--- src/rtl/id_ex_stage_reg.sv ---
// ID/EX pipeline register with load-use hazard detection, flush squash and event counters.
// Latency: one cycle from id_* to id_ex_*; stall_if_id is same-cycle combinational.
// Backpressure: a load-use hazard holds PC/IF-ID upstream via stall_if_id and inserts a bubble.
module id_ex_stage_reg #(
    parameter int XLEN  = 32,
    parameter int CNT_W = 16
) (
    input  logic             clk,
    input  logic             rst,
    input  logic             id_valid,
    input  logic [XLEN-1:0]  id_pc,
    input  logic [4:0]       id_rs1,
    input  logic [4:0]       id_rs2,
    input  logic [4:0]       id_rd,
    input  logic [XLEN-1:0]  id_rs1_data,
    input  logic [XLEN-1:0]  id_rs2_data,
    input  logic [XLEN-1:0]  id_imm,
    input  logic [3:0]       id_alu_op,
    input  logic             id_alu_src,
    input  logic             id_reg_write,
    input  logic             id_mem_read,
    input  logic             id_mem_write,
    input  logic             id_mem_to_reg,
    input  logic             ex_flush,
    output logic             stall_if_id,
    output logic             id_ex_valid,
    output logic [XLEN-1:0]  id_ex_pc,
    output logic [4:0]       id_ex_rs1,
    output logic [4:0]       id_ex_rs2,
    output logic [4:0]       id_ex_rd,
    output logic [XLEN-1:0]  id_ex_rs1_data,
    output logic [XLEN-1:0]  id_ex_rs2_data,
    output logic [XLEN-1:0]  id_ex_imm,
    output logic [3:0]       id_ex_alu_op,
    output logic             id_ex_alu_src,
    output logic             id_ex_reg_write,
    output logic             id_ex_mem_read,
    output logic             id_ex_mem_write,
    output logic             id_ex_mem_to_reg,
    output logic [CNT_W-1:0] stall_count,
    output logic [CNT_W-1:0] flush_count
);

    typedef struct packed {
        logic            valid;
        logic [XLEN-1:0] pc;
        logic [4:0]      rs1;
        logic [4:0]      rs2;
        logic [4:0]      rd;
        logic [XLEN-1:0] rs1_data;
        logic [XLEN-1:0] rs2_data;
        logic [XLEN-1:0] imm;
        logic [3:0]      alu_op;
        logic            alu_src;
        logic            reg_write;
        logic            mem_read;
        logic            mem_write;
        logic            mem_to_reg;
    } stage_t;

    stage_t id_stage;
    stage_t stage_q;
    logic   hazard;

    always_comb begin
        id_stage            = '0;
        id_stage.valid      = id_valid;
        id_stage.pc         = id_pc;
        id_stage.rs1        = id_rs1;
        id_stage.rs2        = id_rs2;
        id_stage.rd         = id_rd;
        id_stage.rs1_data   = id_rs1_data;
        id_stage.rs2_data   = id_rs2_data;
        id_stage.imm        = id_imm;
        id_stage.alu_op     = id_alu_op;
        id_stage.alu_src    = id_alu_src;
        id_stage.reg_write  = id_reg_write;
        id_stage.mem_read   = id_mem_read;
        id_stage.mem_write  = id_mem_write;
        id_stage.mem_to_reg = id_mem_to_reg;
    end

    // A load in EX whose rd feeds the ID instruction; x0 never creates a dependency.
    assign hazard = id_valid & stage_q.valid & stage_q.mem_read & (stage_q.rd != 5'd0)
                  & ((stage_q.rd == id_rs1) | (stage_q.rd == id_rs2));

    // A flush squashes the ID instruction anyway, so holding it upstream would be pointless.
    assign stall_if_id = hazard & ~ex_flush & ~rst;

    // The bubble clears mem_read, so the re-presented instruction never re-triggers the hazard.
    always_ff @(posedge clk) begin
        if (rst) begin
            stage_q     <= '0;
            stall_count <= '0;
            flush_count <= '0;
        end else if (ex_flush) begin
            stage_q <= '0;
            if (flush_count != '1)
                flush_count <= flush_count + CNT_W'(1);
        end else if (hazard) begin
            stage_q <= '0;
            if (stall_count != '1)
                stall_count <= stall_count + CNT_W'(1);
        end else begin
            stage_q <= id_stage;
        end
    end

    assign id_ex_valid      = stage_q.valid;
    assign id_ex_pc         = stage_q.pc;
    assign id_ex_rs1        = stage_q.rs1;
    assign id_ex_rs2        = stage_q.rs2;
    assign id_ex_rd         = stage_q.rd;
    assign id_ex_rs1_data   = stage_q.rs1_data;
    assign id_ex_rs2_data   = stage_q.rs2_data;
    assign id_ex_imm        = stage_q.imm;
    assign id_ex_alu_op     = stage_q.alu_op;
    assign id_ex_alu_src    = stage_q.alu_src;
    assign id_ex_reg_write  = stage_q.reg_write;
    assign id_ex_mem_read   = stage_q.mem_read;
    assign id_ex_mem_write  = stage_q.mem_write;
    assign id_ex_mem_to_reg = stage_q.mem_to_reg;

endmodule

--- config.mk ---
export PLATFORM = sky130hd
export DESIGN_NAME = id_ex_stage_reg
export DESIGN_NICKNAME = d
export VERILOG_FILES = /design/src/rtl/id_ex_stage_reg.sv
export SDC_FILE = /design/constraint.sdc
export NUM_CORES = 1
export LEC_CHECK = 0
export BUFFER_PORTS_ARGS = -buffer_cell sky130_fd_sc_hd__buf_2
export CORE_AREA = 3 3 133 135
export CTS_BUF_LIST = sky130_fd_sc_hd__clkbuf_8
export CTS_CLUSTER_DIAMETER = 100
export DETAILED_ROUTE_END_ITERATION = 8
export DIE_AREA = 0 0 136 138
export PLACE_DENSITY = 0.66
export RECOVER_POWER = 100
export SYNTH_ARGS = -nofsm -noshare
export SYNTH_HDL_FRONTEND = slang
export SYNTH_SLANG_ARGS = --single-unit
--- constraint.sdc ---
create_clock -name clk -period 3.3 [get_ports clk]
set_clock_uncertainty 0.05 [all_clocks]
set_input_delay 0.33 -clock clk [delete_from_list [all_inputs] [get_ports clk]]
set_output_delay 0.33 -clock clk [all_outputs]
set_load 0.02 [all_outputs]
Word-level counts from Yosys, hierarchy flattened
Index checks and enable logic that the tools add are counted.
{"block": "classes", "reduce_logical": 4, "add_sub_neg": 2, "n_eq_ne": 4, "n_bitwise": 9}
{"cell": "16-bit by 1-bit adder with 16-bit output (second input constant)", "n": 2}
{"cell": "16-bit != test (second input constant)", "n": 2}
{"cell": "5-bit equality test", "n": 2}
{"cell": "1-bit AND", "n": 6}
{"cell": "5-bit nonzero test", "n": 1}
{"cell": "3-bit AND reduction", "n": 1}
{"cell": "3-bit OR reduction", "n": 1}
{"cell": "1-bit NOT", "n": 2}
{"cell": "2-bit AND reduction", "n": 1}
{"cell": "1-bit OR", "n": 1}
{"block": "totals", "out_inout_bits": 186, "inputBits": 156, "wordCells": 35, "reg_bits": 185}

Depth between registers and ports, before layout
Gate-level depths: netlist of run 1.
{"block": "depth", "depth_word": 6, "ltp_mapped": 7}

Worst setup path after synthesis of run 1
Ideal clock, no wire load.
{"block": "synth_path", "path_type": "reg2out", "from": "register stage_q, in the netlist id_ex_rd[4]", "to": "output port stall_if_id", "arrival_time_ps": 2090, "slack_ps": 830, "path_stages_with_launch": 7, "cell_sequence": "dfxtp_1 > xor2_1 > nor3_1 > a22oi_1 > buf_2 > buf_2 > nor4_1"}
{"block": "synth_between", "elab_chain_len": 5, "word_cells_on_any_way": 8}
{"element": "start: declaration", "line_no": "62", "text": "stage_t stage_q;"}
{"element": "start signal: assignment", "line_no": "105", "text": "stage_q <= id_stage;"}
{"element": "5-bit equality test or 5-bit nonzero test (tied branches)", "line_no": "85, 84"}
{"element": "1-bit OR or 1-bit AND (tied branches)", "line_no": "85, 84"}
{"element": "1-bit AND (*)", "line_no": "85", "text": "& ((stage_q.rd == id_rs1) | (stage_q.rd == id_rs2));"}
{"element": "1-bit AND (*) (2 in series)", "line_no": "88", "text": "assign stall_if_id = hazard & ~ex_flush & ~rst;"}
{"element": "end: declaration", "line_no": "25", "text": "output logic stall_if_id,"}
Mark *: on every way between the ends. The rest lies on a longest branch, timed or not.

Final worst setup path of run 1
{"block": "layout_path", "from": "register stage_q, in the netlist id_ex_rd[4]", "to": "register stage_q, in the netlist id_ex_rs2[4]"}
{"block": "layout_between", "elab_chain_len": 4, "word_cells_on_any_way": 7}
{"element": "5-bit equality test or 5-bit nonzero test (tied branches)", "line_no": "85, 84"}
{"element": "1-bit OR or 1-bit AND (tied branches)", "line_no": "85, 84"}
{"element": "1-bit AND (*)", "line_no": "85"}
{"element": "3-bit OR reduction (no line) (*)"}
Marks and branches as above.
A chain may end at the register's enable or synchronous reset.

==> results of run 1 <==
[per-layer routing]
metal | up-vias | track usage, % | wire (um)
li1 | 2579 | - | -
met1 | 2306 | 19.1 | 6420
met2 | 173 | 32.8 | 9330
met3 | 29 | 7.99 | 1450
met4 | 0 | 7.27 | 460
met5 | - | 0 | 0
[cell usage after synthesis]
| master | instances |
|---|---|
| dfxtp_1 | 185 |
| and2_1 | 154 |
| nor2_1 | 25 |
| clkbuf_1 | 20 |
| nand2_1 | 17 |
| xor2_1 | 15 |
| a21oi_1 | 14 |
| nand3_1 | 13 |
| nor3_1 | 12 |
| or4_1 | 11 |
| o31ai_1 | 9 |
| nand4_1 | 7 |
| nor4_1 | 6 |
| nor2b_1 | 5 |
| buf_2 | 4 |
| inv_1 | 4 |
| o21ai_0 | 4 |
| or3_1 | 4 |
| xnor2_1 | 4 |
| mux2_2 | 3 |
| a22oi_1 | 2 |
| and3_1 | 2 |
| ha_1 | 2 |
| mux2i_1 | 2 |
| nand4b_1 | 2 |
| o21bai_1 | 2 |
| o41ai_2 | 2 |
| or2_2 | 2 |
| a211oi_1 | 1 |
| a311o_1 | 1 |
| a311oi_1 | 1 |
| a31oi_1 | 1 |
| and4_1 | 1 |
| mux2_1 | 1 |
| o2111ai_1 | 1 |
| o221a_2 | 1 |
| o31a_1 | 1 |
[stage by stage]
| stage | setup slack [ns] | power (W) |
|---|---|---|
| after floorplan | 0.830 | 0.00258 |
| after global placement | 0.883 | 0.00277 |
| after detailed placement | 0.906 | 0.00277 |
| after CTS | 0.711 | 0.00425 |
| after global routing | 0.380 | 0.00441 |
| final | 0.645 | 0.00419 |
[worst max-delay path, stage by stage (launching register included)]
cell and delay, ns:
dfxtp_1 0.37, xor2_1 0.20, nor3_1 0.26, a22oi_1 0.13, o31a_2 0.35, clkbuf_4 0.57
and2_0 0.46
[final cells by class]
cell class	count	share of cell area, %
flip-flops and latches	185	43.7
inverters	4	0.177
well taps	220	3.25
multi-input cells	328	24.1
diodes	5	0.148
clock buffers	18	2.92
repair buffers	400	24.2
clock inverters	14	1.58
[power breakdown]
part           total (W)  switching [W]  internal, W
Combinational   0.000415       0.000231     0.000183
Sequential       0.00233      0.0000267      0.00231
Clock            0.00144       0.000867     0.000577
[how the worst max path moves through the flow]
stage           startpoint      endpoint  slack, ns
6_report       id_ex_rd[4]  id_ex_rs2[4]       0.65
5_1_grt        id_ex_rd[4]  id_ex_rs2[4]       0.38
4_1_cts        id_ex_rd[4]   stall_if_id       0.71
3_5_place_dp   id_ex_rd[4]  id_ex_rs2[4]       0.91
3_3_place_gp   id_ex_rd[4]  id_ex_rs2[4]       0.88
2_1_floorplan  id_ex_rd[4]   stall_if_id       0.83
[cells by family after synthesis]
kind of cell    share of synthesized area [%]
compound gates                           4.80
xor+xnor                                 2.84
fa+ha+maj                               0.426
buf+inv                                  1.88
flops                                    63.1
mux                                      1.11
simple gates                             25.9
==> impl_metrics.json, run 1 <==
{
  "clk_pin_slew_ns": 0.10,
  "cts_resized": 0,
  "clock_path_buffers": 2,
  "power_leakage_nw": 3.45,
  "finalCritPeriodShare_pct": 80.5,
  "gp_congestion": 0.829,
  "cts_tree": "yes",
  "peakVddDrop_mv": 0.287,
  "core.rowCount": 47,
  "start_kind": "flip-flop",
  "status": "complete, no violations",
  "numCtsBuffers": 17,
  "ctsHoldBuffers": 40,
  "crit_path_end_kind": "flip-flop",
  "firstDrtPassIters": 4,
  "synth_top_area_share_pct": 63.1,
  "core_um2": 16600,
  "drive_above_1_share_pct": 20.8,
  "grt-ovfl-total": 0,
  "clock-sinks": 185,
  "grt_setup_unrepaired": "no",
  "r2r-end": "id_ex_rs2[4]",
  "ios": 342,
  "wl_per_cell_um": 15.0,
  "hold_start": "id_rs2_data[19]",
  "via_per_inst": 4.33,
  "place_hpwl_um": 13100,
  "rr_worst_depth": 6,
  "path_class": "flip-flop to flip-flop",
  "clock-root-buffer": "clkbuf_8",
  "clk_latency_ns": 0.44,
  "crit_arrival_ns": 2.92,
  "yosys_warnings": 0,
  "syn_nets": 699,
  "slew_viol_final": 0,
  "min_path_cells": 2,
  "tightestPinTransition_ns": 1.32,
  "reg2reg_slack_ns": 0.65,
  "layout.nets": 1094,
  "htree_levels": 4,
  "start_util_pct": 35.4,
  "cp_max_fo": 153,
  "drv_cap": 0,
  "cp_data_required_time_ns": 3.57,
  "hold_violations": 0,
  "synthCells": 541,
  "placed_cells": 1082,
  "drt-total-wl_um": 17700,
  "drc": 0,
  "io_buffers": 341,
  "synth_largest_area_cell": "dfxtp_1",
  "multi_input_area_um2": 2040,
  "die_h_um": 138,
  "grt_pass1_wl_um": 26900,
  "hold_path_end": "id_ex_rs2_data[19]",
  "area_growth_pct": 44.5,
  "grt_max_degree": 154,
  "setup_viol": 0,
  "antenna_found_initial": 5,
  "r2r-start": "id_ex_rd[4]",
  "syn_area_um2": 5870,
  "vias": 5087,
  "grt_use_total_pct": 18.5,
  "syn_avg_cell_area_um2": 10.8,
  "fin_hold_ws_ns": 0.0307,
  "max_freq_ghz": 0.377,
  "fillers": 1662,
  "ys_types": 37,
  "die_x_um": 136,
  "power.density_nw_per_um2": 495,
  "utilization_pct": 51.1,
  "grt_pass1_vias": 4941,
  "synth_seq_cells": 185,
  "seq_area_frac_synth_pct": 63.1,
  "final_antenna_net_count": 0,
  "setup_tns_ns": 0,
  "min_path_type": "input pin to flip-flop",
  "cts_setup_buffers": 0,
  "regArea_um2": 3700,
  "final_common_cell": "clkbuf_1",
  "fin_area_um2": 8480,
  "first_iter_violations": 198,
  "maxSlewHeadroom_pct": 11.1,
  "dieArea_um2": 18800,
  "place_area_um2": 7790,
  "synth_area_leaders": "dfxtp_1 (63%), and2_1 (16%), xor2_1 (2.2%)",
  "final_cell_mix": "clkbuf_1 (187), dfxtp_1 (185), buf_2 (155), and2_1 (122), dlygate4sd3_1 (55)",
  "final.min_clock_period_ns": 2.65,
  "layout.cells.non_filler": 1174
}
Power figures use the tool's default switching activity.
==> run 2: changes to the inputs <==
- ABC_AREA: not set -> 1
- CORE_AREA: 3 3 133 135 -> not set
- CORE_ASPECT_RATIO: not set -> 0.75
- CORE_MARGIN: not set -> 3
- CORE_UTILIZATION: not set -> 42
- DIE_AREA: 0 0 136 138 -> not set
- PLACE_DENSITY: 0.66 -> 0.79
- clock period: 3.3 -> 2.1 ns (I/O delays scaled with it)
==> run 2 against run 1 <==
  * Clock-buffer cell count is 1 lower
  * Die area is 11% lower
  * Power is 64% higher
  * Area after synthesis is 8.8% higher
  * Non-clock buffer count is 103 higher
  * Final area is 18% higher
  * Sequential power is 58% higher
  * Critical path type is now input pin to primary output
  * Largest cell class unchanged
==> impl_metrics.json, run 2 <==
{
  "htree_levels": 4,
  "final_cell_mix": "clkbuf_1 (185), nor2_1 (184), inv_1 (183), dfxtp_1 (181)",
  "fin_hold_ws_ns": 0.105,
  "place_area_um2": 8310,
  "start_util_pct": 43.5,
  "switching_share_pct": 28.5,
  "core_um2": 14700,
  "first_iter_violations": 441,
  "dieArea_um2": 16700,
  "clock-sinks": 185,
  "synth_ff_type": "dfxtp_1",
  "yosysMostFrequentCell": "nor2_1",
  "grt_use_total_pct": 27.5,
  "vias": 6881,
  "synth_seq_cells": 185,
  "synthCells": 810,
  "firstDrtPassIters": 5,
  "grt_pass1_vias": 7069,
  "setup_tns_ns": 0,
  "async_flop_share_pct": 0,
  "drt-total-wl_um": 23100,
  "path_class": "input pin to primary output",
  "wl_per_cell_um": 15.2,
  "crit_path_end_kind": "primary output",
  "yosys_warnings": 0,
  "die_h_um": 113,
  "multi_input_area_um2": 1860,
  "synth_edf_count": 0,
  "regArea_um2": 3720,
  "grt_pass1_wl_um": 36200,
  "place_hpwl_um": 14100,
  "tightestPinTransition_ns": 0.477,
  "cp_slowest_cell": "dlygate4sd3_1",
  "syn_avg_cell_area_um2": 7.89,
  "via_per_inst": 4.52,
  "p_comb_share_pct": 13.3,
  "drive_above_1_share_pct": 16.4,
  "intPower_w": 0.00491,
  "start_kind": "input pin",
  "hold_start": "ex_flush",
  "syn_nets": 968,
  "peakVddDrop_mv": 0.696,
  "synth_largest_area_cell": "dfxtp_1",
  "area_growth_pct": 56.7,
  "synth_top_area_share_pct": 58.0,
  "drc": 0,
  "grt-ovfl-total": 0,
  "p_seq_share_pct": 53.5,
  "power.total_w": 0.00686,
  "final.min_clock_period_ns": 1.97,
  "cp_slowest_stage_delay_ns": 0.57,
  "drv_cap": 0,
  "clk_latency_ns": 0.45,
  "ys_types": 25,
  "critPathLaunch": "id_rs1[2]",
  "hold_violations": 0,
  "met1_length_um": 8250,
  "status": "complete, no violations",
  "maxSlewHeadroom_pct": 68.2,
  "crit_top_cell": "nand2_1",
  "ios": 342,
  "synthTopCellsByCount": "nor2_1 (188), dfxtp_1 (185), inv_1 (180)",
  "r2r-start": "id_ex_rd[1]",
  "grt_max_degree": 89,
  "layout.nets": 1465,
  "io_buffers": 341,
  "setup_viol": 0,
  "final_antenna_net_count": 0,
  "power_leakage_nw": 4.82,
  "clock_path_buffers": 2,
  "power.density_nw_per_um2": 686,
  "highest_layer": "met4",
  "clk_pin_slew_ns": 0.09,
  "crit_chain": "dlygate4sd3_1 -> buf_2 -> inv_1 -> nand2_1 -> nand2_1 -> nor2_2 -> nand3_2 -> nand2_4 -> nand2_2 -> nor3_2 -> buf_4",
  "gp_congestion": 0.951,
  "seq_area_frac_synth_pct": 58.0,
  "fillers": 1214,
  "numCtsBuffers": 17,
  "crit_arrival_ns": 1.71,
  "slew_viol_final": 0,
  "cp_max_fo": 3,
  "dr_wl_met3_um": 2100,
  "power.switching_w": 0.00195,
  "fin_area_um2": 10000,
  "utilization_pct": 68.2,
  "core.rowCount": 38,
  "max_freq_ghz": 0.507,
  "clkPwrFrac_pct": 33.2,
  "die_x_um": 148,
  "grt_setup_unrepaired": "no",
  "min_path_type": "input pin to flip-flop",
  "cts_tree": "yes",
  "finalCritPeriodShare_pct": 94.0,
  "dr_wl_met2_um": 11800,
  "antenna_found_initial": 1,
  "clock-root-buffer": "clkbuf_8",
  "synth_area_leaders": "dfxtp_1 (58%), nor2_1 (11%), inv_1 (11%)",
  "syn_area_um2": 6390,
  "final_common_cell": "clkbuf_1",
  "cp_data_required_time_ns": 1.84
}
## run 2: changes by cell type after synthesis, moves of 12 or more
cell,delta
nand4_1,+19
nand2_1,+86
inv_1,+176
clkbuf_1,-16
and2_1,-154
nor2_1,+163
a21oi_1,+12
## run 2: worst max-delay path, delay by kind of cell
kind	cells	cell delay, ns
simple gates	7	0.60
buf+inv	4	0.91
## run 2: what timing repair did
item                                    in CTS  in global routing
resized for setup                            1                 15
hold buffers                               153                  0
hold endpoints to repair                   153                  0
pin swaps                                    0                  3
endpoints found under the setup margin       1                  1
setup buffers                                0                  1
## run 2: area by class of cell
class / count / share of cell area [%]
inverters: 188 / 7.05
well taps: 200 / 2.50
flip-flops and latches: 185 / 37.1
clock inverters: 15 / 1.39
clock buffers: 17 / 2.34
diodes: 2 / 0.0500
multi-input cells: 412 / 18.5
repair buffers: 503 / 31.0
## run 2: layer usage
metal | GRT usage [%] | vias to the layer above
met5 | 0 | -
met2 | 49.6 | 325
met1 | 29.7 | 3110
met3 | 9.37 | 75
li1 | - | 3371
met4 | 11.3 | 0
## run 2: final timing paths
path	slack, ns	depth (start not counted)	endpoint
hold reg to reg	0.48	2	stall_count[0]
setup reg to reg	0.24	10	id_ex_pc[9]
setup / recovery	0.13	11	stall_if_id
hold / removal	0.11	3	flush_count[12]
## run 2: cell families after synthesis
| kind of cell | after synthesis | synth area share [%] |
|---|---|---|
| xor gates and xnor gates | 16 | 2.19 |
| and+or+nand+nor | 358 | 23.2 |
| DFF | 185 | 58.0 |
| buffers and inverters | 213 | 13.4 |
| adders and majority gates | 2 | 0.392 |
| AOI/OAI and AO/OA | 36 | 2.86 |
## run 2: power groups by stage
stage	clock, W	sequential, W	combinational, W
floorplan	0	0.00390	0.000198
global placement	0	0.00374	0.000674
detailed placement	0	0.00374	0.000684
CTS	0.00232	0.00366	0.000915
global route	0.00248	0.00368	0.000992
finish	0.00228	0.00367	0.000916
## run 2: per-stage QoR
step	setup slack, ns	std cells
after floorplan	0.306	810
after global placement	0.363	1335
after detailed placement	0.317	1335
after CTS	0.00650	1520
after global routing	0.0108	1521
final	0.126	1522
